### config.mk
export PLATFORM = sky130hd
export DESIGN_NAME = aes_prng_sequencer
export DESIGN_NICKNAME = d
export VERILOG_FILES = /design/src/rtl/aes_seq_pkg.sv /design/src/rtl/aes_seq_reseed_ctr.sv /design/src/rtl/aes_prng_sequencer.sv
export SDC_FILE = /design/constraint.sdc
export NUM_CORES = 1
export LEC_CHECK = 0
export CAP_MARGIN = 15
export CORE_ASPECT_RATIO = 0.6
export CORE_MARGIN = 8
export CORE_UTILIZATION = 55
export DETAILED_ROUTE_END_ITERATION = 7
export DONT_BUFFER_PORTS = 1
export GPL_TIMING_DRIVEN = 0
export PLACE_DENSITY = 0.7
export SKIP_CTS_REPAIR_TIMING = 1
export SLEW_MARGIN = 20
export SYNTH_ARGS = -nofsm -noshare
export SYNTH_HDL_FRONTEND = slang
export SYNTH_SLANG_ARGS = --single-unit
### constraint.sdc
create_clock -name clk -period 4.45 [get_ports clk]
set_input_delay 1.335 -clock clk [delete_from_list [all_inputs] [get_ports clk]]
set_output_delay 1.335 -clock clk [all_outputs]
set_load 0.03 [all_outputs]
### src/rtl/aes_seq_pkg.sv
// aes_seq_pkg: shared FSM state type, seed width and parameter defaults for the
// AES/PRNG sequencer.
package aes_seq_pkg;

   typedef enum logic [1:0] {SEED, SEED_WAIT, IDLE, RUN} seq_state_t;

   localparam int SEED_W            = 80;
   localparam int DEF_RESEED_PERIOD = 1024;
   localparam int DEF_CNT_W         = 16;

endpackage

### src/rtl/aes_seq_reseed_ctr.sv
// aes_seq_reseed_ctr: encryption counter, pending-reseed flag and reseed-due decision.
// AUTO_RESEED_EN adds a periodic reseed after RESEED_PERIOD encryptions.
module aes_seq_reseed_ctr
   import aes_seq_pkg::*;
#(
   parameter int RESEED_PERIOD = DEF_RESEED_PERIOD,
   parameter int CNT_W         = DEF_CNT_W
) (
   input  logic             clk,
   input  logic             rst,
   input  logic             clr,
   input  logic             inc,
   input  logic             req,
   output logic [CNT_W-1:0] count,
   output logic             pending,
   output logic             due
);

   logic [CNT_W-1:0] count_q, count_d;
   logic             pending_q, pending_d;
   logic             auto_hit;

   if (RESEED_PERIOD < 1 || longint'(RESEED_PERIOD) >= (longint'(1) << CNT_W)) begin : g_bad_period
      $error("RESEED_PERIOD must lie in 1 .. 2**CNT_W-1");
   end

`ifdef AUTO_RESEED_EN
   assign auto_hit = count_q == CNT_W'(RESEED_PERIOD - 1);
`else
   assign auto_hit = 1'b0;
`endif

   // A clear wins over a same-cycle request: that reseed is already starting.
   always_comb begin
      count_d   = clr ? '0 : count_q + CNT_W'(inc);
      pending_d = !clr && (pending_q || req);
   end

   always_ff @(posedge clk) begin
      if (rst) begin
         count_q   <= '0;
         pending_q <= 1'b0;
      end else begin
         count_q   <= count_d;
         pending_q <= pending_d;
      end
   end

   assign count   = count_q;
   assign pending = pending_q;
   assign due     = pending_q || req || auto_hit;

endmodule

### src/rtl/aes_prng_sequencer.sv
// aes_prng_sequencer: seeds the PRNG, gates encryption requests on core/PRNG readiness
// and schedules reseeds between encryptions (periodic reseed under AUTO_RESEED_EN).
module aes_prng_sequencer
   import aes_seq_pkg::*;
#(
   parameter int RESEED_PERIOD = DEF_RESEED_PERIOD,
   parameter int CNT_W         = DEF_CNT_W
) (
   input  logic              clk,
   input  logic              rst,
   input  logic              req_valid,
   output logic              req_ready,
   output logic              done,
   input  logic [SEED_W-1:0] seed_in,
   input  logic              reseed_req,
   output logic              core_valid_in,
   input  logic              core_ready,
   input  logic              core_cipher_valid,
   output logic [SEED_W-1:0] prng_seed,
   output logic              prng_start_reseed,
   output logic              prng_out_ready,
   input  logic              prng_out_valid,
   input  logic              prng_busy,
   output logic [CNT_W-1:0]  enc_count,
   output logic              rnd_err
);

   seq_state_t        state_q, state_d;
   logic              done_q, done_d;
   logic              start_q, start_d;
   logic              err_q, err_d;
   logic [SEED_W-1:0] seed_q, seed_d;
   logic              pending, due, finish;

   assign finish         = state_q == RUN && core_cipher_valid;
   assign req_ready      = state_q == IDLE && core_ready && prng_out_valid && !pending;
   assign core_valid_in  = req_valid && req_ready;
   assign prng_out_ready = state_q == RUN;

   aes_seq_reseed_ctr #(
      .RESEED_PERIOD (RESEED_PERIOD),
      .CNT_W         (CNT_W)
   ) u_ctr (
      .clk     (clk),
      .rst     (rst),
      .clr     (state_q == SEED),
      .inc     (finish),
      .req     (reseed_req),
      .count   (enc_count),
      .pending (pending),
      .due     (due)
   );

   // The first SEED_WAIT cycle carries the reseed pulse, so a stale valid from the
   // previous seed must not end the wait there.
   always_comb begin
      seed_d  = state_q == SEED ? seed_in : seed_q;
      start_d = state_q == SEED;
      done_d  = finish;
      err_d   = err_q || (prng_out_ready && !prng_out_valid);
      state_d = state_q;
      case (state_q)
         SEED:      state_d = SEED_WAIT;
         SEED_WAIT: if (!start_q && !prng_busy && prng_out_valid) state_d = pending ? SEED : IDLE;
         IDLE:      state_d = pending ? SEED : core_valid_in ? RUN : IDLE;
         RUN:       if (core_cipher_valid) state_d = due ? SEED : IDLE;
         default:   state_d = SEED;
      endcase
   end

   always_ff @(posedge clk) begin
      if (rst) begin
         state_q <= SEED;
         done_q  <= 1'b0;
         start_q <= 1'b0;
         err_q   <= 1'b0;
         seed_q  <= '0;
      end else begin
         state_q <= state_d;
         done_q  <= done_d;
         start_q <= start_d;
         err_q   <= err_d;
         seed_q  <= seed_d;
      end
   end

   assign done              = done_q;
   assign prng_start_reseed = start_q;
   assign prng_seed         = seed_q;
   assign rnd_err           = err_q;

endmodule
# --- Word level (Yosys, flattened, before mapping) ---
# Index checks and enable logic that the tools add are counted.
word_totals:
  mem_count: 0
  register_bits: 102
  latch_bits: 0
  ramBits: 0
  elab_cells: 39
  rom_bits: 0
  out_inout_bits: 102
  input_bits: 88
op_classes:
  bitwise: 0
  multipliers: 0
  reduce_logical: 19
  shifts: 0
  mux: 7
  div_mod_pow: 0
  add_sub_neg: 1
  eq_ne: 5
  magnitude_cmp: 0
op_table:
  columns: ["operator", "n"]
  rows:
  - ["$add A16 B1 Y16", 1]
  - ["$mux W2", 5]
  - ["$logic_and A1 B1 Y1", 9]
  - ["$pmux W2 S4", 1]
  - ["$logic_not A1 Y1", 5]
  - ["$eq A2 B2 Y1 const B", 2]
  - ["$ne A2 B2 Y1 const B", 2]
  - ["$eq A2 B1 Y1 const B", 1]
  - ["$logic_not A2 Y1", 1]
  - ["$logic_or A1 B1 Y1", 2]
  - ["$reduce_and A2 Y1", 1]
  - ["$reduce_or A2 Y1", 1]
  - ["$mux W1", 1]

# --- Logic depth before layout (Yosys ltp) ---
logic_depth:
  ltp_word: 8
  mapped_depth: 7
  depth_no_buf: 6

# --- Hierarchy ---
# Synthesis repeated with hierarchy kept, for this count alone.
hier_totals:
  cells_unflattened: 459
  hier_area_um2: 3777.4
modules_own_cells:
  columns: ["module", "n_inst", "cells_each", "area_per_inst_um2", "seq_area_each_um2"]
  rows:
  - ["aes_prng_sequencer", 1, 373, 3005.4, 1701.6]
  - ["aes_seq_reseed_ctr", 1, 86, 772.0, 340.3]

# --- Worst setup path before layout ---
# Ideal clock, no wire load.
synth_timing:
  path_kind: "input-to-output"
  startpoint: "in core_ready"
  endpoint: "out req_ready"
  path_buffers: 0
  path_slack_ps: 1468
  t_required_ps: 3115
  path_stages: 1
  arrival_ps: 1647
  path_cell_list: "and3_1"
synth_between:
  elab_chain_cells: 3
synth_rtl:
  columns: ["item", "line", "rtl"]
  rows:
  - ["from (decl)", "aes_prng_sequencer.sv:17", "input logic core_ready,"]
  - ["$logic_and A1 B1 Y1 (3 in a row)", "aes_prng_sequencer.sv:36", "assign req_ready = state_q == IDLE && core_ready && prng_out_valid && !pending;"]
  - ["to (decl)", "aes_prng_sequencer.sv:12", "output logic req_ready,"]
# No other way between the ends.

# --- Worst setup path in the final report ---
layout_timing:
  startpoint: "in req_valid"
  endpoint: "out core_valid_in"
layout_between:
  elab_chain_cells: 1
layout_rtl:
  columns: ["item", "line", "rtl"]
  rows:
  - ["from (decl)", "aes_prng_sequencer.sv:11", "input logic req_valid,"]
  - ["$logic_and A1 B1 Y1", "aes_prng_sequencer.sv:37", "assign core_valid_in = req_valid && req_ready;"]
  - ["to (decl)", "aes_prng_sequencer.sv:16", "output logic core_valid_in,"]
# No other way between the ends.

==> implementation parameters <==
Parameter                              Value

Clocking
  CTS tree    built
  H-Tree Depth    3
  Clock tree sinks    102
  Clock latency at the later pin of the worst-skew pair    360 ps
  Number of CTS-inserted buffers    9
  CTS max path bufs    2
  Clock tree root driver cell    sky130_fd_sc_hd__clkbuf_8
  Clock Pin Slew Worst Setup and Hold Paths    100 ps

Floorplanning
  Die boundary width    117 um
  Top-Level Pins    190
  Floorplan die area    8960 um^2
  Number of placement rows    22
  Core Box Area    6000 um^2
  Height of the die    76.6 um
  Initial core utilization    56.0%

GRT
  Pin count of the biggest net entering global routing    20
  Global Route Usage Sum    19.0%
  Via count of the first global-routing pass    2,270
  Wire length of the first global-routing pass    13,100 um
  Antenna violations before repair    0
  Overflow left after global routing    0

Place
  Estimated wirelength of the detail-placed design    6720 um
  Buffers added on ports    0
  Final RePlAce weighted congestion    0.708
  Placed instance area    3470 um^2

STA
  Endpoints failing hold    0
  Worst slew margin    62.8%
  Worst Max-Slew Pin Slew    555 ps
  Fmax    329 MHz
  Number of slew-limit violations in the final report    0
  Fin Setup TNS    0 ps
  Share of the cycle needed by the critical path after routing    68.4%
  Post-Route Skew    9.36 ps
  Unrepaired setup endpoints after global routing    no
  Min cycle time layout    3040 ps
  Count of final setup violators    0

Power and ir drop
  VDD IR max    0.000236 V
  PD cells    510 nW/um^2
  P_leak    0.00148 uW

Logic synthesis
  Post-Synthesis Cell Area    3360 um^2
  Warnings from Yosys    0
  Nets in the synthesized netlist    376
  Post-synth top area cell    sky130_fd_sc_hd__dfxtp_1
  Leading post-synthesis cells by cell area    sky130_fd_sc_hd__dfxtp_1, sky130_fd_sc_hd__a22o_1, sky130_fd_sc_hd__buf_2, sky130_fd_sc_hd__a21oi_1, sky130_fd_sc_hd__mux2i_1
  Netlist cell types    34
  Share of synthesized area occupied by flip-flops and latches    60.7%
  Top-area cell type share of the netlist area    60.7%
  Gate count of the mapped netlist    286
  Number of flip-flops and latches in the synthesized netlist    102
  Post-Syn Area per Cell    11.8 um^2

Cells and area
  Number of antenna diodes    0
  Commonest non-fill, non-tap cells in the layout    sky130_fd_sc_hd__dfxtp_1, sky130_fd_sc_hd__a22o_1, sky130_fd_sc_hd__buf_2
  Most frequent standard cell in the layout excluding fill and tap cells    sky130_fd_sc_hd__dfxtp_1
  Net total in the final layout    387
  Share of post-route cells with drive strength above 1    11.9%
  Reg area    2040 um^2
  Multi-input gate area in the final layout    1190 um^2
  Fill count    523
  Layout overhead on the synthesized area    9.52%
  Area of all placed cells without fillers    3680 um^2

Job
  Max-capacitance violation count    0

Hold path
  Worst hold-check path type    flip-flop to flip-flop

Worst setup path
  Category of the most critical setup path    primary input to output pin
  Cell-by-cell trace of the critical path    nand4_1 > inv_1
  Cell family with most CP delay    buffers and inverters
  Crit path max-delay cell type    sky130_fd_sc_hd__inv_1
  CP required    3120 ps
  Launching element type of the critical path    primary input
  CP Data Arrival Time    1710 ps
  Nature of the critical path endpoint    output pin
  Maximum fanout count along the critical path    2
  Number of buffer and inverter instances along the worst setup path    1
  Delay contributed by the slowest stage of the critical path    250 ps

Detailed routing
  Number of vias after detailed routing    2,314
  Antenna-violating nets left    0
  Initial drt markers    147
  Post-Route WL    8700 um
  Drt wl/cell    22.5 um
  Detailed-router iteration count before antenna repair    5
  Vias per inst    5.99
  Remaining routing DRC violations    0

Outcome
  Outcome    completed
==> kinds of logic after synthesis <==
kind of cell | Yosys count | share of synthesized area [%]
muxes | 3 | 0.893
DFF | 102 | 60.7
adders and majority gates | 2 | 0.744
and+or+nand+nor | 46 | 8.26
AOI/OAI and AO/OA | 103 | 24.9
buffers and inverters | 27 | 3.76
xor gates and xnor gates | 3 | 0.781
==> power breakdown <==
part	internal, uW	switching, uW	leakage (uW)
Clock	275	331	0.000110
Sequential	978	175	0.000839
Combinational	57.7	62.1	0.000535
==> path summary, 6_finish.rpt <==
| kind | slack [ps] | depth (start not counted) | to | startpoint |
|---|---|---|---|---|
| setup / recovery | 1410 | 2 | core_valid_in | req_valid |
| hold / removal | 510 | 2 | u_ctr.pending$_SDFF_PP0_ | u_ctr.pending$_SDFF_PP0_ |
| hold reg to reg | 510 | 2 | u_ctr.pending$_SDFF_PP0_ | u_ctr.pending$_SDFF_PP0_ |
| setup reg to reg | 2320 | 7 | u_ctr.count[12]$_SDFF_PP0_ | state_q[1]$_SDFFE_PP0P_ |
==> metal layers <==
layer | track usage, % | routed length [um] | up-vias
li1 | - | - | 1104
met1 | 21.5 | 3310 | 1084
met2 | 29.6 | 4080 | 116
met3 | 10.6 | 1210 | 10
met4 | 6.48 | 99 | 0
met5 | 0 | 0 | -
==> state kept, by name, indices dropped and copies added (netlist names) <==
register,count
u_ctr.pending,1
state_q,2
done,1
prng_start_reseed,1
u_ctr.count,16
rnd_err,1
prng_seed,80
==> per-stage QoR <==
stage	hold slack, ps	total power (uW)	std cells	setup slack (ps)	util (%)
detailed placement	494	1300	370	1400	57.8
global placement	478	1290	370	1410	57.8
CTS	511	1900	386	1400	61.4
global route	543	1960	386	1380	61.4
floorplan	461	1250	286	1470	-
finish	512	1880	386	1410	61.4
==> synthesized netlist by cell type <==
master and n:
sky130_fd_sc_hd__dfxtp_1 102, sky130_fd_sc_hd__a22o_1 80, sky130_fd_sc_hd__buf_2 14, sky130_fd_sc_hd__a21oi_1 10
sky130_fd_sc_hd__clkbuf_1 7, sky130_fd_sc_hd__nand2_1 6, sky130_fd_sc_hd__nor2_1 6, sky130_fd_sc_hd__inv_1 5
sky130_fd_sc_hd__o21ai_0 5, sky130_fd_sc_hd__nand2b_1 4, sky130_fd_sc_hd__nand3_1 4, sky130_fd_sc_hd__o31ai_1 4
sky130_fd_sc_hd__or4_1 4, sky130_fd_sc_hd__and2_1 3, sky130_fd_sc_hd__mux2i_1 3, sky130_fd_sc_hd__nand4_1 3
sky130_fd_sc_hd__nor4_1 3, sky130_fd_sc_hd__or3_1 3, sky130_fd_sc_hd__a31oi_1 2, sky130_fd_sc_hd__and3_1 2
sky130_fd_sc_hd__ha_1 2, sky130_fd_sc_hd__xnor2_1 2, sky130_fd_sc_hd__buf_6 1, sky130_fd_sc_hd__nand3_2 1
sky130_fd_sc_hd__nand4_2 1, sky130_fd_sc_hd__nor2b_1 1, sky130_fd_sc_hd__nor3_2 1, sky130_fd_sc_hd__nor3b_1 1
sky130_fd_sc_hd__nor4bb_1 1, sky130_fd_sc_hd__o21ba_1 1, sky130_fd_sc_hd__o21bai_1 1, sky130_fd_sc_hd__or2_2 1
sky130_fd_sc_hd__or3_2 1, sky130_fd_sc_hd__xor2_1 1
==> cell type report <==
type,count,share of cell area (%)
Inverter,5,0.510
Clock inverter,7,2.48
Clock buffer,9,3.36
Tap cell,84,2.85
Sequential cell,102,55.4
Buffer,22,2.92
Multi-Input combinational cell,157,32.4
Power figures use the tool's default switching activity.
